==> src/rtl/matmul_pkg.sv <==
// Shared constants for the matrix-multiplication datapath.
// Used by the MAC stage and the downstream 18-bit adder stage.
package matmul_pkg;
  localparam int DATA_W  = 8;
  localparam int ACC_W   = 18;
  localparam int PROD_W  = 2 * DATA_W;
  localparam int LEN_MIN = 1;
  localparam int LEN_MAX = 16;
  localparam int CNT_W   = $clog2(LEN_MAX);
endpackage

==> src/rtl/dot_product_mac_if.sv <==
// Element-pair input and dot-product output handshakes.
// master drives pairs and consumes results; slave is the MAC.
interface dot_product_mac_if;
  import matmul_pkg::*;

  logic              in_valid;
  logic              in_ready;
  logic [DATA_W-1:0] a_in;
  logic [DATA_W-1:0] b_in;
  logic              out_valid;
  logic              out_ready;
  logic [ACC_W-1:0]  out_sum;
  logic              out_ovf;

  modport master (
    output in_valid, a_in, b_in, out_ready,
    input  in_ready, out_valid, out_sum, out_ovf
  );

  modport slave (
    input  in_valid, a_in, b_in, out_ready,
    output in_ready, out_valid, out_sum, out_ovf
  );
endinterface

==> src/rtl/dot_product_mac_elem_mul.sv <==
// elem_mul: registered unsigned element multiplier with hold.
// Carries the term's valid and last flags alongside the product.
module elem_mul
  import matmul_pkg::*;
(
  input  logic              clk,
  input  logic              rst_n,
  input  logic              en,
  input  logic              vld,
  input  logic              last,
  input  logic [DATA_W-1:0] a,
  input  logic [DATA_W-1:0] b,
  output logic [PROD_W-1:0] p,
  output logic              p_valid,
  output logic              p_last
);

  logic [PROD_W-1:0] a_ext;
  logic [PROD_W-1:0] b_ext;

  assign a_ext = {{(PROD_W-DATA_W){1'b0}}, a};
  assign b_ext = {{(PROD_W-DATA_W){1'b0}}, b};

  // Product register; holds everything while the MAC is stalled.
  always_ff @(posedge clk) begin
    if (!rst_n) begin
      p       <= '0;
      p_valid <= 1'b0;
      p_last  <= 1'b0;
    end else if (en) begin
      p       <= a_ext * b_ext;
      p_valid <= vld;
      p_last  <= last;
    end
  end

endmodule

==> src/rtl/dot_product_mac.sv <==
// dot_product_mac: streaming multiply-accumulate of LEN pairs.
// Optional `SATURATE_EN clamps sums on overflow instead of wrapping.
module dot_product_mac
  import matmul_pkg::*;
#(
  parameter int LEN = 4
) (
  input logic              clk,
  input logic              rst_n,
  dot_product_mac_if.slave bus
);

  if (LEN < LEN_MIN || LEN > LEN_MAX) begin : g_len_bad
    $error("dot_product_mac: LEN out of range");
  end

  logic [CNT_W-1:0]  cnt;
  logic              last_term;
  logic              in_xfer;
  logic              stall;

  logic [PROD_W-1:0] p;
  logic              p_valid;
  logic              p_last;

  logic [ACC_W-1:0]  acc;
  logic              ovf_acc;
  logic              first;
  logic              acc_en;
  logic [ACC_W-1:0]  base;
  logic [ACC_W:0]    sum;
  logic              ovf_now;
  logic [ACC_W-1:0]  acc_nxt;

  logic              out_valid;
  logic [ACC_W-1:0]  out_sum;
  logic              out_ovf;

  assign stall     = p_valid && p_last && out_valid && !bus.out_ready;
  assign in_xfer   = bus.in_valid && !stall;
  assign last_term = (cnt == CNT_W'(LEN - 1));

  assign bus.in_ready  = !stall;
  assign bus.out_valid = out_valid;
  assign bus.out_sum   = out_sum;
  assign bus.out_ovf   = out_ovf;

  // Term position within the current vector.
  always_ff @(posedge clk) begin
    if (!rst_n) begin
      cnt <= '0;
    end else if (in_xfer) begin
      cnt <= last_term ? '0 : cnt + 1'b1;
    end
  end

  elem_mul u_mul (
    .clk     (clk),
    .rst_n   (rst_n),
    .en      (!stall),
    .vld     (in_xfer),
    .last    (last_term),
    .a       (bus.a_in),
    .b       (bus.b_in),
    .p       (p),
    .p_valid (p_valid),
    .p_last  (p_last)
  );

  assign acc_en  = p_valid && !stall;
  assign base    = first ? '0 : acc;
  assign sum     = {1'b0, base}
                 + {{(ACC_W+1-PROD_W){1'b0}}, p};
  assign ovf_now = ovf_acc | sum[ACC_W];

`ifdef SATURATE_EN
  assign acc_nxt = ovf_now ? '1 : sum[ACC_W-1:0];
`else
  assign acc_nxt = sum[ACC_W-1:0];
`endif

  // Running sum of the vector in flight; cleared on its last term.
  always_ff @(posedge clk) begin
    if (!rst_n) begin
      acc     <= '0;
      ovf_acc <= 1'b0;
      first   <= 1'b1;
    end else if (acc_en) begin
      if (p_last) begin
        acc     <= '0;
        ovf_acc <= 1'b0;
        first   <= 1'b1;
      end else begin
        acc     <= acc_nxt;
        ovf_acc <= ovf_now;
        first   <= 1'b0;
      end
    end
  end

  // Result register; a new load wins over a same-cycle unload.
  always_ff @(posedge clk) begin
    if (!rst_n) begin
      out_valid <= 1'b0;
      out_sum   <= '0;
      out_ovf   <= 1'b0;
    end else if (acc_en && p_last) begin
      out_valid <= 1'b1;
      out_sum   <= acc_nxt;
      out_ovf   <= ovf_now;
    end else if (out_valid && bus.out_ready) begin
      out_valid <= 1'b0;
    end
  end

endmodule

==> src/flat_wrapper.sv <==
// flat-port wrapper written by rule: the top's interface ports become plain ports
module dot_product_mac_flat import matmul_pkg::*;
#(
  parameter int LEN = 4
)
  (clk, rst_n, bus_in_valid, bus_a_in, bus_b_in, bus_out_ready, bus_in_ready, bus_out_valid, bus_out_sum, bus_out_ovf);
  dot_product_mac_if bus_i ();
  input logic clk;
  input logic rst_n;
  input wire logic [$bits(bus_i.in_valid)-1:0] bus_in_valid;
  input wire logic [$bits(bus_i.a_in)-1:0] bus_a_in;
  input wire logic [$bits(bus_i.b_in)-1:0] bus_b_in;
  input wire logic [$bits(bus_i.out_ready)-1:0] bus_out_ready;
  output wire logic [$bits(bus_i.in_ready)-1:0] bus_in_ready;
  output wire logic [$bits(bus_i.out_valid)-1:0] bus_out_valid;
  output wire logic [$bits(bus_i.out_sum)-1:0] bus_out_sum;
  output wire logic [$bits(bus_i.out_ovf)-1:0] bus_out_ovf;
  assign bus_i.in_valid = bus_in_valid;
  assign bus_i.a_in = bus_a_in;
  assign bus_i.b_in = bus_b_in;
  assign bus_i.out_ready = bus_out_ready;
  assign bus_in_ready = bus_i.in_ready;
  assign bus_out_valid = bus_i.out_valid;
  assign bus_out_sum = bus_i.out_sum;
  assign bus_out_ovf = bus_i.out_ovf;
  dot_product_mac #(.LEN(LEN)) u_core (.clk(clk), .rst_n(rst_n), .bus(bus_i));
endmodule
==> config.mk <==
export PLATFORM = sky130hd
export DESIGN_NAME = dot_product_mac_flat
export DESIGN_NICKNAME = d
export VERILOG_FILES = /design/src/rtl/matmul_pkg.sv /design/src/rtl/dot_product_mac_if.sv /design/src/rtl/dot_product_mac_elem_mul.sv /design/src/rtl/dot_product_mac.sv /design/src/flat_wrapper.sv
export SDC_FILE = /design/constraint.sdc
export NUM_CORES = 1
export LEC_CHECK = 0
export ABC_AREA = 1
export ABC_CLOCK_PERIOD_IN_PS = 7000
export CORE_UTILIZATION = 45
export CTS_CLUSTER_DIAMETER = 80
export DETAILED_ROUTE_END_ITERATION = 6
export PLACE_DENSITY = 0.69
export SLEW_MARGIN = 0
export SYNTH_ARGS = -nofsm -noshare
export SYNTH_HDL_FRONTEND = slang
export SYNTH_SLANG_ARGS = --single-unit
==> constraint.sdc <==
create_clock -name clk -period 7 [get_ports clk]
set_input_delay 1.4 -clock clk [delete_from_list [all_inputs] [get_ports clk]]
set_output_delay 1.4 -clock clk [all_outputs]
set_load 0.005 [all_outputs]
# == After elaboration in Yosys (flattened, before gate mapping) ==
# Cells that the tools add are included.
# word_totals
ff_bits,62
in_bits,20
output_inout_bits,21
wordCells,32
# op_classes
n_bitwise,1
eq_ne,1
reduce_logical,10
add_sub_neg,2
n_mul,1
muxes,7
# ops
cell,n
$mux W18,2
$add A18 B16 Y19,1
$mul A8 B8 Y16,1
$logic_and A1 B1 Y1,7
$add A4 B1 Y4 const B,1
$eq A4 B2 Y1 const B,1
$mux W1,4
$mux W4,1
$logic_not A1 Y1,2
$reduce_bool A2 Y1,1
$or A1 B1 Y1,1

# == Longest topological paths before layout ==
# logic_depth
word_depth,7
ltp_mapped,22
mapped_depth_nobuf,21

# == Hierarchy ==
# Synthesis repeated with hierarchy kept, for this count alone.
# hier_totals
cells_unflattened,851
area_unflattened_um2,5701.7
# by_module_without_submodules
mod,area_per_inst_um2,cells_per_inst,instances,seq_area_each_um2
elem_mul,3056.7,461,1,360.3
dot_product_mac,2645.0,390,1,880.8

# == Worst setup path before layout ==
# No wires, ideal clock.
# synth_timing
path_kind,input to register
startpoint,in bus_a_in[0]
endpoint,reg u_core.u_mul.p[12]
arrival_time_ps,5010
path_slack_ps,1873
path_buffers,1
setup_ps,116
stages,18
t_required_ps,6884
cell_sequence,clkbuf_1 > nand2_1 > fa_1 > fa_1 > inv_1 > fa_1 > inv_1 > fa_1 > inv_1 > ha_1 > a21oi_1 > inv_1 > o21ai_0 > nand3_1 > nand2_1 > nand3_1 > o211ai_1 > inv_1
# synth_via
elab_chain_cells,1
# synth_lines
element,line_no,text
"start, declared",flat_wrapper.sv:11,input wire logic [$bits(bus_i.a_in)-1:0] bus_a_in;
$mul A8 B8 Y16,dot_product_mac_elem_mul.sv:31,p <= a_ext * b_ext;
"end signal, assigned",dot_product_mac_elem_mul.sv:31,
"end, declared",dot_product_mac_elem_mul.sv:13,"output logic [PROD_W-1:0] p,"
# Every way passes these cells.
# A chain may end at the register's enable or synchronous reset.

# == Worst setup path after layout ==
# Same ends and word-level chain as after synthesis.

==> results.md <==
* Antenna cells at 0
* Antenna Nets Post-Route at 0
* # placed instances at about 960
* Clock Path Buffers at 2
* Cell Area, Synth at between 5000 and 6000 µm²
* Routed wire length at around 12 mm
* Vias in the first global route at 4641
* Slowest CP cell: clkdlybuf4s50_1
* Final min period at about 5.5 ns
* Dominant cell by count in the synthesized netlist: nand2_1
* Vias at between 4000 and 5000
* Commonest cells in the netlist: nand2_1 (207), inv_1 (161), nor2_1 (65), dfxtp_1 (62), ha_1 (53)
* IO buf count at 40
* Chip Width at between 100 and 150 µm
* Largest cells by area after synthesis: dfxtp_1 (22%), nand2_1 (14%), fa_1 (13%), ha_1 (12%), inv_1 (11%)
* Outcome: completed
* Area share of the largest cell type after synthesis at between 20% and 30%
* Dominant synthesized flop cell: dfxtp_1
* # hold bufs at CTS at 0
* Final setup fails at 0
* Cell Area, Placed at roughly 6000 µm²
* Post-DP HPWL at 9.418 mm
* Vias per inst at 4.888
* Sequential share of power at a little over a quarter
* Internal at 947.2 µW
* Largest net degree at the start of global routing at 31
* WL/cell at around 12 µm
* Critical-path cell list: clkdlybuf4s50_1 > nand2_1 > fa_1 > fa_1 > inv_1 > fa_1 > inv_1 > fa_1 > inv_1 > ha_1 > a21oi_1 > inv_1 > o21ai_0 > nand3_1 > nand2_1 > nand3_1 > o211ai_1 > inv_1
* Pwr Density at 245.3 nW/µm²
* Clock power share at between 20% and 30%
* Worst Reg-to-Reg Cells at 7
* Yosys cell types at 34
* IO Pins at ~40
* Routability cong. at slightly above 0.9
* TritonCTS clock tree: done
* Final Net Count at between 900 and 1000
* Worst slew margin at between 40 and 50%
* Yosys warns at 0
* Skew final at 0.004579 ns
* Psw at 589.4 µW
* Full die area at 12710 µm²
* Critical path peak fanout at 8
* Post-Syn Area per Cell at around 6.9 µm²
* Fraction of layout cells with a size suffix above 1 at about 3.4%
* Share of synthesized registers carrying an async set or reset at 0%
* Post-synthesis cell count at about 800
* Post_cts resized at 0
* Final Power at 1.537 mW
* Clock Latency Late Sink at ~0.33 ns
* DRT Pass-1 Iters at 5
* Unrepaired setup endpoints after global routing: no
* CP dominant cell by count: inv_1
* Total core area at 11960 µm²
* Core Rows at 40
* Initial drt markers at a little under 300
* Peak supply drop at roughly 0.18 mV
* Fmax at ~180 MHz
* Final hold vios at 0
* Die Y-Extent at about 110 µm
* Initial antenna violation count at 0
* Max cap viols at 0
* H-tree levels at 3
* First-pass GRT wire length at 21.58 mm
* Final period util at between 70% and 80%
* Cell taking the most area after synthesis: dfxtp_1
* Post-CTS repair timing setup buffer count at 0
* Clk sinks at 62
* Tightest Hold Check Type: reg2reg
* Setup_tns at 0 ns
* Area occupied by multi-input gates at roughly 3500 µm²
* Synth-to-layout area growth at 13.51%
* CP max stage delay at roughly 0.67 ns
* Comb power frac at between 40% and 50%
* EDFF count, synth at 0
* Worst Path Arrival at about 5.7 ns
* Design area at ~6300 µm²
* CP required at around 7.2 ns
* Levels on crit path at 18
* Crit Path Category: in2reg
* CTS buffer count at 9
* Sequential cell area at 1241 µm²
* Switching Fraction at 38.36%
* Yosys reg bits at just over 60
* Startpoint types: primary input
* Pleak at between 3 and 4 nW
* Post-Syn Nets at around 910
* Initial Utilization at between 40% and 50%
* Number of fill cells at ~1200
* DR DRC count at 0
* Family with the most delay on the worst path: adder cells
* Critical Path End Type: flop
* Final Non-Filler Cells at 971
* Overflow after GRT at 0
* Sequential cell area fraction in the yosys report at 22.49%
* Clock tree root buffer cell: clkbuf_16
* WHS Path Cells at 2
* Final Max Tran Viols at 0
* Flop2flop setup slack at ~4.3 ns
* Worst-path clk slew at about 0.05 ns
* WP buf/inv at 6
* Slew @ Worst Pin at ~0.88 ns
* GRT Total Usage at 21.19%
-- layout make-up --
type	count	area share, %
inverters	163	9.768
clock buffers	12	4.255
well taps	147	2.936
flip-flops and latches	62	19.82
clock inverters	3	0.6792
multi-input cells	543	56.03
repair buffers	41	6.512
-- layer usage --
| layer | global-route usage, % | vias to the layer above | part of all wire (%) |
|---|---|---|---|
| met5 | 0 | - | 0 |
| met3 | 3.374 | 16 | 3.4 |
| li1 | - | 2500 | - |
| met1 | 28.58 | 2149 | 50 |
| met4 | 7.022 | 0 | 1.7 |
| met2 | 34.69 | 81 | 44 |
-- path summary, 6_finish.rpt --
check                              start                endpoint
setup / recovery             bus_a_in[0]      u_core.u_mul.p[12]
hold / removal    u_core.bus.out_sum[10]  u_core.bus.out_sum[10]
setup reg to reg    u_core.bus.out_valid          u_core.acc[10]
hold reg to reg   u_core.bus.out_sum[10]  u_core.bus.out_sum[10]
-- placed cells by master, fill, tap and decap left out, drive strengths merged, types with 4 or more instances in the layout --
cell / count
nor3: 5
ha: 53
fa: 37
a22o: 9
nand2: 207
o21ai: 23
nand3b: 7
o211ai: 5
or2: 5
dfxtp: 62
clkbuf: 12
nor2: 68
xor2: 9
inv: 163
a21oi: 47
nand3: 49
clkdlybuf4s50: 40
o21bai: 4
-- tightest hold or removal path, stage by stage, from the launching register on --
cell     delay, ns
dfxtp_1       0.30
nand2_1       0.06
nand2_1       0.04
-- power by group through the flow --
| stage | Clock, mW | Sequential (mW) | Combinational, mW |
|---|---|---|---|
| after floorplan | 0 | 0.412 | 0.519 |
| after global placement | 0 | 0.427 | 0.661 |
| after detailed placement | 0 | 0.427 | 0.660 |
| after CTS | 0.462 | 0.420 | 0.666 |
| after global routing | 0.476 | 0.424 | 0.782 |
| final | 0.454 | 0.420 | 0.663 |
-- logic make-up (layout without fill, tap and decap cells) --
| logic type | Yosys count | after routing | share of synthesized area (%) |
|---|---|---|---|
| compound gates | 95 | 95 | 9.910 |
| xor+xnor | 11 | 11 | 1.746 |
| fa+ha+maj | 90 | 90 | 25.44 |
| buf+inv | 194 | 219 | 13.90 |
| flops | 62 | 62 | 22.49 |
| simple gates | 347 | 347 | 26.51 |
-- flip-flops by register name, indices dropped and copies added (netlist names) --
| name | flops |
|---|---|
| u_core.u_mul.p_valid | 1 |
| u_core.cnt | 4 |
| u_core.u_mul.p | 16 |
| u_core.acc | 18 |
| u_core.bus.out_ovf | 1 |
| u_core.first | 1 |
| u_core.u_mul.p_last | 1 |
| u_core.bus.out_sum | 18 |
| u_core.bus.out_valid | 1 |
| u_core.ovf_acc | 1 |
-- through the flow --
step	worst slack (ns)	util (%)	hold slack, ns
finish	1.501	52.36	0.4480
global route	1.062	52.36	0.4688
detailed placement	1.176	49.78	0.4400
global placement	1.213	49.78	0.4379
floorplan	1.873	-	0.4436
CTS	1.510	52.36	0.4509
(Power assumes the default switching activity.)
